**config.mk**
```make
export PLATFORM = sky130hd
export DESIGN_NAME = apb_cfg_arbiter
export DESIGN_NICKNAME = d
export VERILOG_FILES = /design/src/rtl/apb_cfg_pkg.sv /design/src/rtl/rr_arbiter.sv /design/src/rtl/apb_cfg_arbiter.sv
export SDC_FILE = /design/constraint.sdc
export NUM_CORES = 1
export LEC_CHECK = 0
export CORE_ASPECT_RATIO = 0.8
export CORE_MARGIN = 2
export CORE_UTILIZATION = 39
export DETAILED_ROUTE_END_ITERATION = 8
export PLACE_DENSITY = 0.81
export SETUP_SLACK_MARGIN = 0.3
export SLEW_MARGIN = 20
export SYNTH_ARGS = -nofsm -noshare
export SYNTH_HDL_FRONTEND = slang
export SYNTH_SLANG_ARGS = --single-unit
```
**constraint.sdc**
```tcl
create_clock -name pclk -period 2.3 [get_ports pclk]
set_clock_uncertainty 0.15 [all_clocks]
set_input_delay 0.575 -clock pclk [delete_from_list [all_inputs] [get_ports pclk]]
set_output_delay 0.575 -clock pclk [all_outputs]
set_load 0.02 [all_outputs]
```
**src/rtl/apb_cfg_pkg.sv**
```systemverilog
// Shared types and helpers for the APB configuration-port arbiter.
`ifndef APB_ADDR_WIDTH
`define APB_ADDR_WIDTH 32
`endif
`ifndef APB_DATA_WIDTH
`define APB_DATA_WIDTH 32
`endif

package apb_cfg_pkg;

  typedef enum logic [1:0] {
    ST_IDLE   = 2'd0,
    ST_SETUP  = 2'd1,
    ST_ACCESS = 2'd2
  } apb_st_e;

  // Index width for n requesters; a single requester still needs one bit.
  function automatic int idx_width(input int n);
    return (n > 1) ? $clog2(n) : 1;
  endfunction

endpackage

```
**src/rtl/rr_arbiter.sv**
```systemverilog
// Round-robin winner select with a rotating priority pointer.
// The pointer moves to one past the winner only when the grant is accepted.
module rr_arbiter
  import apb_cfg_pkg::*;
#(
  parameter int N  = 2,
  parameter int IW = idx_width(N)
) (
  input  logic          clk,
  input  logic          rst_n,
  input  logic [N-1:0]  req,
  input  logic          accept,
  output logic [N-1:0]  grant,
  output logic [IW-1:0] grant_idx,
  output logic          any_req
);

  logic [IW-1:0] ptr;
  logic [IW-1:0] scan;

  always_comb begin
    grant     = '0;
    grant_idx = '0;
    any_req   = 1'b0;
    scan      = '0;
    for (int off = 0; off < N; off++) begin
      scan = IW'((int'(ptr) + off) % N);
      if (!any_req && req[scan]) begin
        any_req     = 1'b1;
        grant[scan] = 1'b1;
        grant_idx   = scan;
      end
    end
  end

  always_ff @(posedge clk or negedge rst_n) begin
    if (!rst_n) begin
      ptr <= '0;
    end else if (accept) begin
      ptr <= (grant_idx == IW'(N - 1)) ? '0 : grant_idx + 1'b1;
    end
  end

endmodule

```
**src/rtl/apb_cfg_arbiter.sv**
```systemverilog
// Shares one APB master port between N_REQ single-command requesters,
// granting round-robin and returning read data or a timeout error.
//
//   state     | meaning
//   ----------+------------------------------------------------------
//   ST_IDLE   | no transfer; winner sees req_ready, accept latches cmd
//   ST_SETUP  | psel=1 penable=0, exactly one cycle
//   ST_ACCESS | psel=1 penable=1 until pready or the wait timer expires
module apb_cfg_arbiter
  import apb_cfg_pkg::*;
#(
  parameter int N_REQ   = 2,
  parameter int ADDR_W  = `APB_ADDR_WIDTH,
  parameter int DATA_W  = `APB_DATA_WIDTH,
  parameter int TIMEOUT = 256
) (
  input  logic                      pclk,
  input  logic                      presetn,
  input  logic [N_REQ-1:0]          req_valid,
  output logic [N_REQ-1:0]          req_ready,
  input  logic [N_REQ-1:0]          req_write,
  input  logic [N_REQ*ADDR_W-1:0]   req_addr,
  input  logic [N_REQ*DATA_W-1:0]   req_wdata,
  output logic [N_REQ-1:0]          rsp_valid,
  output logic [DATA_W-1:0]         rsp_rdata,
  output logic                      rsp_err,
  output logic [ADDR_W-1:0]         paddr,
  output logic [DATA_W-1:0]         pwdata,
  output logic                      pwrite,
  output logic                      psel,
  output logic                      penable,
  input  logic                      pready,
  input  logic [DATA_W-1:0]         prdata
);

  localparam int IW = idx_width(N_REQ);
  localparam int TW = (TIMEOUT > 1) ? $clog2(TIMEOUT) : 1;
  localparam logic [TW-1:0]    WAIT_LOAD = (TIMEOUT > 1) ? TW'(TIMEOUT - 1) : '0;
  localparam logic [N_REQ-1:0] ONE_HOT0  = N_REQ'(1);

  apb_st_e          state;
  logic [IW-1:0]    owner;
  logic [IW-1:0]    win_idx;
  logic [N_REQ-1:0] win;
  logic             any_req;
  logic             accept;
  logic [TW-1:0]    wait_cnt;
  logic             wait_exp;

  rr_arbiter #(.N(N_REQ), .IW(IW)) u_arb (
    .clk       (pclk),
    .rst_n     (presetn),
    .req       (req_valid),
    .accept    (accept),
    .grant     (win),
    .grant_idx (win_idx),
    .any_req   (any_req)
  );

  assign accept    = (state == ST_IDLE) && any_req;
  assign req_ready = accept ? win : '0;
  // Down-counter reaching zero marks the last ACCESS cycle allowed without pready.
  assign wait_exp  = (TIMEOUT != 0) && (wait_cnt == '0);

  always_ff @(posedge pclk or negedge presetn) begin
    if (!presetn) begin
      state     <= ST_IDLE;
      owner     <= '0;
      paddr     <= '0;
      pwdata    <= '0;
      pwrite    <= 1'b0;
      psel      <= 1'b0;
      penable   <= 1'b0;
      wait_cnt  <= '0;
      rsp_valid <= '0;
      rsp_rdata <= '0;
      rsp_err   <= 1'b0;
    end else begin
      rsp_valid <= '0;
      case (state)
        ST_IDLE: begin
          if (accept) begin
            paddr  <= req_addr[win_idx*ADDR_W +: ADDR_W];
            pwdata <= req_wdata[win_idx*DATA_W +: DATA_W];
            pwrite <= req_write[win_idx];
            owner  <= win_idx;
            psel   <= 1'b1;
            state  <= ST_SETUP;
          end
        end
        ST_SETUP: begin
          penable  <= 1'b1;
          wait_cnt <= WAIT_LOAD;
          state    <= ST_ACCESS;
        end
        ST_ACCESS: begin
          // pready wins over an expiring timer in the same cycle.
          if (pready || wait_exp) begin
            psel      <= 1'b0;
            penable   <= 1'b0;
            state     <= ST_IDLE;
            rsp_valid <= ONE_HOT0 << owner;
            rsp_err   <= !pready;
            rsp_rdata <= (pready && !pwrite) ? prdata : '0;
          end else begin
            wait_cnt <= wait_cnt - 1'b1;
          end
        end
        default: state <= ST_IDLE;
      endcase
    end
  end

endmodule
```
==> results of run 1 <==
[what timing repair did]
action / CTS / global route
pin swaps: 1 / 2
hold buffers: 1 / 0
resized for setup: 117 / 5
endpoints found under the setup margin: 105 / 64
hold endpoints to repair: 30 / 0
buffers inserted: 0 / 3
cloned: 0 / 0
[state kept, by name (all words and copies together), names as in the netlist]
register / flops
wait_cnt: 8
penable: 1
rsp_valid: 2
state: 2
rsp_err: 1
owner: 1
paddr: 32
pwdata: 32
rsp_rdata: 32
psel: 1
pwrite: 1
u_arb.ptr: 1
[final cells by class]
class | count | area (sq um)
Sequential cell | 114 | 2850
Clock inverter | 12 | 155
Timing Repair Buffer | 296 | 2860
Tap cell | 171 | 214
Clock buffer | 20 | 467
Fill cell | 915 | 3780
Multi-Input combinational cell | 287 | 1960
Inverter | 5 | 18.8
[synth_stat cells (2+ instances only)]
cell,number,area (sq um)
a211oi_1,3,22.5
a21o_1,67,503
a21oi_1,7,35.0
a22o_1,65,569
a22oi_1,32,240
a31oi_1,4,25.0
and3_1,2,12.5
buf_2,15,75.1
buf_6,4,45.0
clkbuf_1,14,52.6
dfrtp_1,114,2850
ha_1,2,25.0
inv_1,5,18.8
nand2_1,67,251
nand2b_1,2,12.5
nand3_1,3,15.0
nor2_1,10,37.5
nor3_1,4,20.0
nor4_1,2,12.5
o21ai_0,3,15.0
or2_2,2,12.5
or4_1,3,22.5
[power groups by stage]
stage | clock network (mW) | registers [mW] | logic, mW
floorplan | 0 | 4.33 | 2.18
global placement | 0 | 3.39 | 5.62
finish | 2.72 | 3.39 | 5.26
detailed placement | 0 | 3.42 | 5.77
CTS | 2.77 | 3.39 | 5.26
global route | 2.88 | 3.50 | 5.66
[cells by family (layout without fill, tap and decap cells)]
group           after synthesis  count (layout)  synth area share
compound gates              183             183             0.287
buf+inv                      38             333            0.0386
fa+ha+maj                     2               2           0.00505
mux                           1               1           0.00202
simple gates                101             101            0.0909
flops                       114             114             0.576
[metrics by stage]
step,setup WS (ns),power (mW),cells,setup TNS (ns)
floorplan,0.348,6.51,439,0
global placement,-0.375,9.01,869,-5.28
detailed placement,-0.375,9.19,869,-7.04
CTS,0.0859,11.4,902,0
global route,0.0818,12.0,905,0
finish,0.137,11.4,905,0
[path summary, 6_finish.rpt]
kind	to	startpoint	slack, ns	depth (start not counted)
setup / recovery	req_ready[0]	state[0]	0.14	5
hold / removal	rsp_valid[0]	owner	0.32	1
setup reg to reg	pwdata[5]	state[0]	0.41	7
hold reg to reg	rsp_valid[0]	owner	0.32	1
max in group asynchronous	wait_cnt[2]	presetn	0.88	3
min in group asynchronous	paddr[4]	presetn	0.53	2
[metal layers]
| metal | up-vias | GRT usage |
|---|---|---|
| li1 | 2182 | - |
| met1 | 2359 | 0.282 |
| met2 | 202 | 0.408 |
| met3 | 33 | 0.0789 |
| met4 | 0 | 0.104 |
| met5 | - | 0 |
==> results.sh, run 1 <==
export IMPL_drv_cap=0
export IMPL_root_buffer="clkbuf_16"
export IMPL_worstPathMaxFanout=3
export IMPL_core_area_sq_um=12300
export IMPL_final_cell_mix="clkdlybuf4s50_1 (163), dfrtp_1 (114), dlygate4sd2_1 (103)"
export IMPL_drc=0
export IMPL_combPwrFrac=0.463
export IMPL_vias=4776
export IMPL_slowest_stage="dfrtp_1"
export IMPL_end_kind="output port"
export IMPL_worstPathRequired_ns=1.57
export IMPL_p_seq_frac=0.298
export IMPL_top_layer="met4"
export IMPL_fin_hold_ws_ns=0.316
export IMPL_crit_path_frequent_cell="buf_6"
export IMPL_synth_ff_type="dfrtp_1"
export IMPL_worstPathArrival_ns=1.44
export IMPL_synthArstFlopShare=1.00
export IMPL_grt_pass1_vias=4943
export IMPL_criticalPathCategory="flip-flop to output port"
export IMPL_rsz0062_at_grt="yes"
export IMPL_finish_instance_area_sq_um=8520
export IMPL_critPathBufInv=2
export IMPL_finalHoldViolCount=0
export IMPL_hp_class="flip-flop to flip-flop"
export IMPL_synthToLayoutAreaGrowth_pct=72.0
export IMPL_cts_tree="done"
export IMPL_ys_warn_count=0
export IMPL_clock_path_buffers=2
export IMPL_numCtsBuffers=17
export IMPL_wl_met3_microns=1250
export IMPL_die_w_microns=130
export IMPL_slowest_delay_ns=0.39
export IMPL_layout_commonest_cell="clkdlybuf4s50_1"
export IMPL_setup_viol=0
export IMPL_dieArea_sq_um=13600
export IMPL_p_sw_mw=4.27
export IMPL_cts_htree_levels=4
export IMPL_drive_above_1_share=0.0967
export IMPL_postRouteAntennaNets=0
export IMPL_ir_drop_mv=0.735
export IMPL_post_drt_wl_per_cell_microns=17.7
export IMPL_drtPass1Iterations=4
export IMPL_rows=36
export IMPL_min_period_over_period=0.940
export IMPL_swShare=0.376
export IMPL_p_leak_nw=4.23
export IMPL_cp_top_family="flip-flops"
export IMPL_dr_first_iter_drc_count=229
export IMPL_power_density_nw_per_um2=1330
export IMPL_synth_area_sq_um=4950
export IMPL_antenna_found_initial=0
export IMPL_p_clk_frac=0.240
export IMPL_ios=271
export IMPL_dp_hpwl_microns=11600
export IMPL_post_route_util=0.693
export IMPL_dpl_instance_area_sq_um=7970
export IMPL_clk_pin_slew_ns=0.06
export IMPL_grt_pass1_wl_microns=25500
export IMPL_synth_seq_cells=114
export IMPL_clk_insertion_delay_late_ns=0.41
export IMPL_grt_overflow=0
export IMPL_synth_distinct_cells=31
export IMPL_synth_edff_count=0
export IMPL_crit_chain="nor2_2, buf_6, nand2_4, a21oi_4, buf_6"
export IMPL_status="complete, no violations"
export IMPL_drt_total_wl_microns=16000
export IMPL_port_buffers=270
export IMPL_diodes=0
export IMPL_worst_slew_pin_slew_ns=0.543
export IMPL_slew_violations=0
export IMPL_clock_sinks=114
export IMPL_synth_cells=439
export IMPL_grt_max_degree=67
export IMPL_route_met2_wl_microns=8020
export IMPL_synth_fp_nets=608
export IMPL_min_period_ns=2.16
export IMPL_fin_nets=890
export IMPL_start_util=0.403
export IMPL_yosysSeqAreaShare=0.576
export IMPL_relSlewSlack=0.637
export IMPL_internal_power_mw=7.10
export IMPL_gp_congestion=0.861
export IMPL_drt_met1_wl_microns=6360
export IMPL_synth_area_per_cell_sq_um=11.3
export IMPL_chipHeight_microns=105
export IMPL_max_freq_mhz=462
export IMPL_worst_setup_path_start_kind="flip-flop"
export IMPL_track_usage=0.242
export IMPL_via_per_inst=5.28
Note: power is estimated with default switching activity, not from simulation.
==> run 2: changes to the inputs <==
Settings changed: CORE_UTILIZATION 39 to 40, CTS_BUF_LIST from default to sky130_fd_sc_hd__clkbuf_4, PLACE_DENSITY 0.81 to 0.82.
==> run 2 against run 1 <==
Compared with the run above:
- via count fell by 0.25%
- first-iteration DRC count rose by 31%
- global-route usage rose by 0.21 points
- register-to-register slack got worse by 0.04 ns
- sequential power barely moved
- routed wire length rose by 0.66%
- combinational power fell by 2%
- utilization fell by 4.0 points
- largest power group unchanged
- highest routed layer unchanged
==> results.sh, run 2 (synthesized netlist as in run 1, its figures left out) <==
export IMPL_status="complete, no violations"
export IMPL_final_cell_mix="clkdlybuf4s50_1 (163), dfrtp_1 (114), clkbuf_2 (74)"
export IMPL_fin_nets=892
export IMPL_postRouteAntennaNets=0
export IMPL_ios=271
export IMPL_start_util=0.409
export IMPL_drt_total_wl_microns=16100
export IMPL_relSlewSlack=0.531
export IMPL_end_kind="output port"
export IMPL_slowest_stage="dfrtp_1"
export IMPL_cts_htree_levels=4
export IMPL_via_per_inst=5.37
export IMPL_crit_chain="nor2_4, nand2_2, a21oi_4, buf_6"
export IMPL_worstPathMaxFanout=3
export IMPL_clock_path_buffers=2
export IMPL_core_area_sq_um=12100
export IMPL_drive_above_1_share=0.204
export IMPL_top_regs="paddr (32), pwdata (32), rsp_rdata (32)"
export IMPL_slowest_delay_ns=0.42
export IMPL_ir_drop_mv=0.599
export IMPL_worst_setup_path_start_kind="flip-flop"
export IMPL_worst_slew_pin_slew_ns=0.704
export IMPL_numCtsBuffers=17
export IMPL_min_period_over_period=0.933
export IMPL_max_freq_mhz=466
export IMPL_synthToLayoutAreaGrowth_pct=59.7
export IMPL_grt_overflow=0
export IMPL_port_buffers=270
export IMPL_hp_class="flip-flop to flip-flop"
export IMPL_drv_cap=0
export IMPL_setup_viol=0
export IMPL_dieArea_sq_um=13300
export IMPL_worstPathRequired_ns=1.57
export IMPL_clock_sinks=114
export IMPL_antenna_found_initial=0
export IMPL_chipHeight_microns=104
export IMPL_post_route_util=0.653
export IMPL_drtPass1Iterations=5
export IMPL_rsz0062_at_grt="yes"
export IMPL_fin_setup_tns_ns=0
export IMPL_finalHoldViolCount=0
export IMPL_power_mw=10.2
export IMPL_clk_insertion_delay_late_ns=0.51
export IMPL_criticalPathCategory="flip-flop to output port"
export IMPL_dpl_instance_area_sq_um=7930
export IMPL_cts_tree="done"
export IMPL_worstPathArrival_ns=1.42
export IMPL_slew_violations=0
export IMPL_p_leak_nw=3.97
export IMPL_die_w_microns=128
export IMPL_root_buffer="clkbuf_4"
export IMPL_grt_max_degree=67
export IMPL_dr_first_iter_drc_count=300
export IMPL_power_density_nw_per_um2=1280
export IMPL_fill_cells=968
export IMPL_reg2reg_slack_ns=0.37
export IMPL_post_drt_wl_per_cell_microns=18.2
export IMPL_diodes=0
export IMPL_dp_hpwl_microns=11700
export IMPL_min_period_ns=2.15
export IMPL_rows=36
export IMPL_grt_pass1_vias=4843
export IMPL_gp_congestion=0.856
export IMPL_finish_instance_area_sq_um=7910
export IMPL_drc=0
export IMPL_track_usage=0.244
export IMPL_layout_commonest_cell="clkdlybuf4s50_1"
export IMPL_vias=4764
export IMPL_clk_pin_slew_ns=0.11
export IMPL_fin_hold_ws_ns=0.341
export IMPL_grt_pass1_wl_microns=25300
run 2: cell type report:
cell class / instances / area (sq um) / share of cell area
Multi-Input combinational cell: 287 / 1960 / 0.248
Timing Repair Buffer: 298 / 2570 / 0.326
Tap cell: 152 / 190 / 0.0240
Clock inverter: 12 / 165 / 0.0209
Inverter: 5 / 18.8 / 0.00237
Sequential cell: 114 / 2850 / 0.361
Clock buffer: 19 / 143 / 0.0180
run 2: worst paths after layout:
path	startpoint	endpoint	cells after the start
worst min register to register	owner	rsp_valid[0]	1
worst max register to register	state[0]	paddr[17]	6
worst min-delay path	owner	rsp_valid[0]	1
max in group asynchronous	presetn	paddr[21]	3
min in group asynchronous	presetn	paddr[28]	2
worst max-delay path	state[0]	req_ready[0]	4
run 2: where the power goes:
group / switching [mW] / leakage, nW / internal (mW)
sequential: 0.549 / 1.31 / 2.85
clock: 0.757 / 0.159 / 0.868
combinational: 2.81 / 2.50 / 2.32
total: 4.12 / 3.97 / 6.03
run 2: what timing repair did:
| action | CTS | global route |
|---|---|---|
| pin swaps | 2 | 2 |
| resized for setup | 191 | 116 |
| endpoints found under the setup margin | 104 | 102 |
| gates cloned | 0 | 0 |
| setup buffers | 3 | 1 |
| hold endpoints to repair | 35 | 0 |
| hold buffers | 1 | 0 |
run 2: stage by stage:
| stage | instances | worst slack (ns) |
|---|---|---|
| floorplan | 439 | 0.348 |
| global placement | 851 | -0.374 |
| detailed placement | 851 | -0.412 |
| CTS | 886 | 0.0592 |
| global route | 887 | 0.0392 |
| finish | 887 | 0.154 |
run 2: critical path: cells and delay by family (launching register included):
family | cells | cell delay [ns]
AND/OR/NAND/NOR | 2 | 0.23
buffers and inverters | 1 | 0.13
flip-flops | 1 | 0.42
AO/OA/AOI/OAI | 1 | 0.13
run 2: per-layer routing:
layer | share of wire | global-route usage | up-vias | wire length [microns]
met1 | 0.41 | 0.307 | 2320 | 6600
li1 | - | - | 2190 | -
met4 | 0.031 | 0.0958 | 0 | 493
met5 | 0 | 0 | - | 0
met3 | 0.077 | 0.0718 | 37 | 1240
met2 | 0.48 | 0.397 | 217 | 7810
==> run 3: changes to the inputs <==
Settings changed: CORE_ASPECT_RATIO 0.8 to 2.
==> run 3 against run 2 <==
Compared with the run above:
- count of clock-buffer cells in the layout shrank 1
- largest cell class unchanged
- sequential power is essentially flat
- clock power shrank 9%
==> results.sh, run 3 (synthesized netlist as in run 1, its figures left out) <==
export IMPL_reg2reg_slack_ns=0.41
export IMPL_via_per_inst=5.42
export IMPL_drtPass1Iterations=4
export IMPL_min_period_over_period=0.964
export IMPL_final_cell_mix="clkdlybuf4s50_1 (164), dfrtp_1 (114), a21o_1 (67)"
export IMPL_drc=0
export IMPL_core_area_sq_um=12100
export IMPL_grt_max_degree=67
export IMPL_slowest_stage="dfrtp_1"
export IMPL_fin_setup_tns_ns=0
export IMPL_p_leak_nw=4.01
export IMPL_clock_path_buffers=2
export IMPL_layout_commonest_cell="clkdlybuf4s50_1"
export IMPL_end_kind="output port"
export IMPL_ios=271
export IMPL_fin_nets=894
export IMPL_antenna_found_initial=1
export IMPL_combPwrFrac=0.523
export IMPL_max_freq_mhz=451
export IMPL_worstPathRequired_ns=1.57
export IMPL_post_drt_wl_per_cell_microns=18.8
export IMPL_slowest_delay_ns=0.40
export IMPL_postRouteAntennaNets=0
export IMPL_crit_chain="nor2_2, buf_6, nand2_4, a21oi_4, buf_6"
export IMPL_power_density_nw_per_um2=1270
export IMPL_clk_pin_slew_ns=0.10
export IMPL_die_w_microns=82.7
export IMPL_dpl_instance_area_sq_um=7930
export IMPL_crit_path_frequent_cell="buf_6"
export IMPL_vias=4801
export IMPL_chipHeight_microns=161
export IMPL_grt_pass1_vias=5053
export IMPL_startpoint="state[0]"
export IMPL_drive_above_1_share=0.194
export IMPL_reg2reg_depth=7
export IMPL_top_regs="paddr (32), pwdata (32), rsp_rdata (32)"
export IMPL_p_sw_mw=4.13
export IMPL_gp_congestion=0.869
export IMPL_setup_viol=0
export IMPL_finish_instance_area_sq_um=8040
export IMPL_drt_total_wl_microns=16700
export IMPL_status="complete, no violations"
export IMPL_cp_top_family="flip-flops"
export IMPL_clock_sinks=114
export IMPL_root_buffer="clkbuf_4"
export IMPL_worst_setup_path_start_kind="flip-flop"
export IMPL_slew_violations=0
export IMPL_critPathBufInv=2
export IMPL_dp_hpwl_microns=12400
export IMPL_synthToLayoutAreaGrowth_pct=62.3
export IMPL_relSlewSlack=0.616
export IMPL_worstPathMaxFanout=2
export IMPL_finalHoldViolCount=0
export IMPL_internal_power_mw=6.05
export IMPL_cts_tree="done"
export IMPL_min_period_ns=2.22
export IMPL_clk_insertion_delay_late_ns=0.51
export IMPL_swShare=0.406
export IMPL_hp_class="flip-flop to flip-flop"
export IMPL_grt_pass1_wl_microns=24900
export IMPL_worst_slew_pin_slew_ns=0.571
export IMPL_rsz0062_at_grt="yes"
export IMPL_rows=57
export IMPL_timing_rr_end="wait_cnt[0]"
export IMPL_criticalPathCategory="flip-flop to output port"
export IMPL_worstPathArrival_ns=1.49
export IMPL_r2r_start="state[0]"
export IMPL_endpoint="req_ready[0]"
export IMPL_grt_overflow=0
export IMPL_dieArea_sq_um=13300
export IMPL_track_usage=0.248
export IMPL_cts_htree_levels=4
export IMPL_ir_drop_mv=0.713
export IMPL_drv_cap=0
export IMPL_start_util=0.409
export IMPL_power_mw=10.2
export IMPL_crit_cells=5
export IMPL_p_seq_frac=0.332
export IMPL_port_buffers=270
export IMPL_numCtsBuffers=17
export IMPL_dr_first_iter_drc_count=158
export IMPL_p_clk_frac=0.145
## run 3: cell type report
| cell class | instances | area [sq um] |
|---|---|---|
| clock buffer | 18 | 135 |
| timing repair buffer | 300 | 2740 |
| antenna | 1 | 2.50 |
| sequential | 114 | 2850 |
| multi-input combinational | 287 | 1960 |
| tap | 147 | 184 |
| inverter | 5 | 18.8 |
| fill | 983 | 4090 |
| clock inverter | 13 | 144 |
## run 3: what timing repair did
action	CTS	global route
buffers inserted	5	4
endpoints found under the setup margin	104	144
gates resized for setup	189	100
pin swaps	2	1
hold endpoints to repair	18	0
gates cloned	0	0
hold buffers	1	0
## run 3: power groups by stage
stage	clock network [mW]	registers [mW]	logic, mW
detailed placement	0	3.43	5.79
CTS	1.52	3.38	5.46
global placement	0	3.37	5.62
global route	1.62	3.48	5.72
finish	1.48	3.38	5.33
floorplan	0	4.33	2.18
## run 3: worst min path at each step
stage,end,cells past startpoint,startpoint
floorplan,owner,0,presetn
global placement,rsp_valid[0],1,owner
detailed placement,rsp_valid[0],1,owner
CTS,paddr[28],2,presetn
global route,paddr[28],2,presetn
finish,rsp_valid[0],1,owner
## run 3: stage by stage
step / util / instances / setup WS, ns / hold WS (ns)
after floorplan: - / 439 / 0.348 / 0.129
after global placement: 0.654 / 843 / -0.358 / 0.297
after detailed placement: 0.654 / 843 / -0.357 / 0.292
after CTS: 0.679 / 880 / 0.0322 / 0.294
after global routing: 0.663 / 885 / -0.0323 / 0.326
final: 0.663 / 885 / 0.0829 / 0.314
## run 3: metal layers
layer,share of wire,global-route usage
met3,0.079,0.0709
met1,0.34,0.242
met5,0,0
met4,0.044,0.136
met2,0.54,0.446
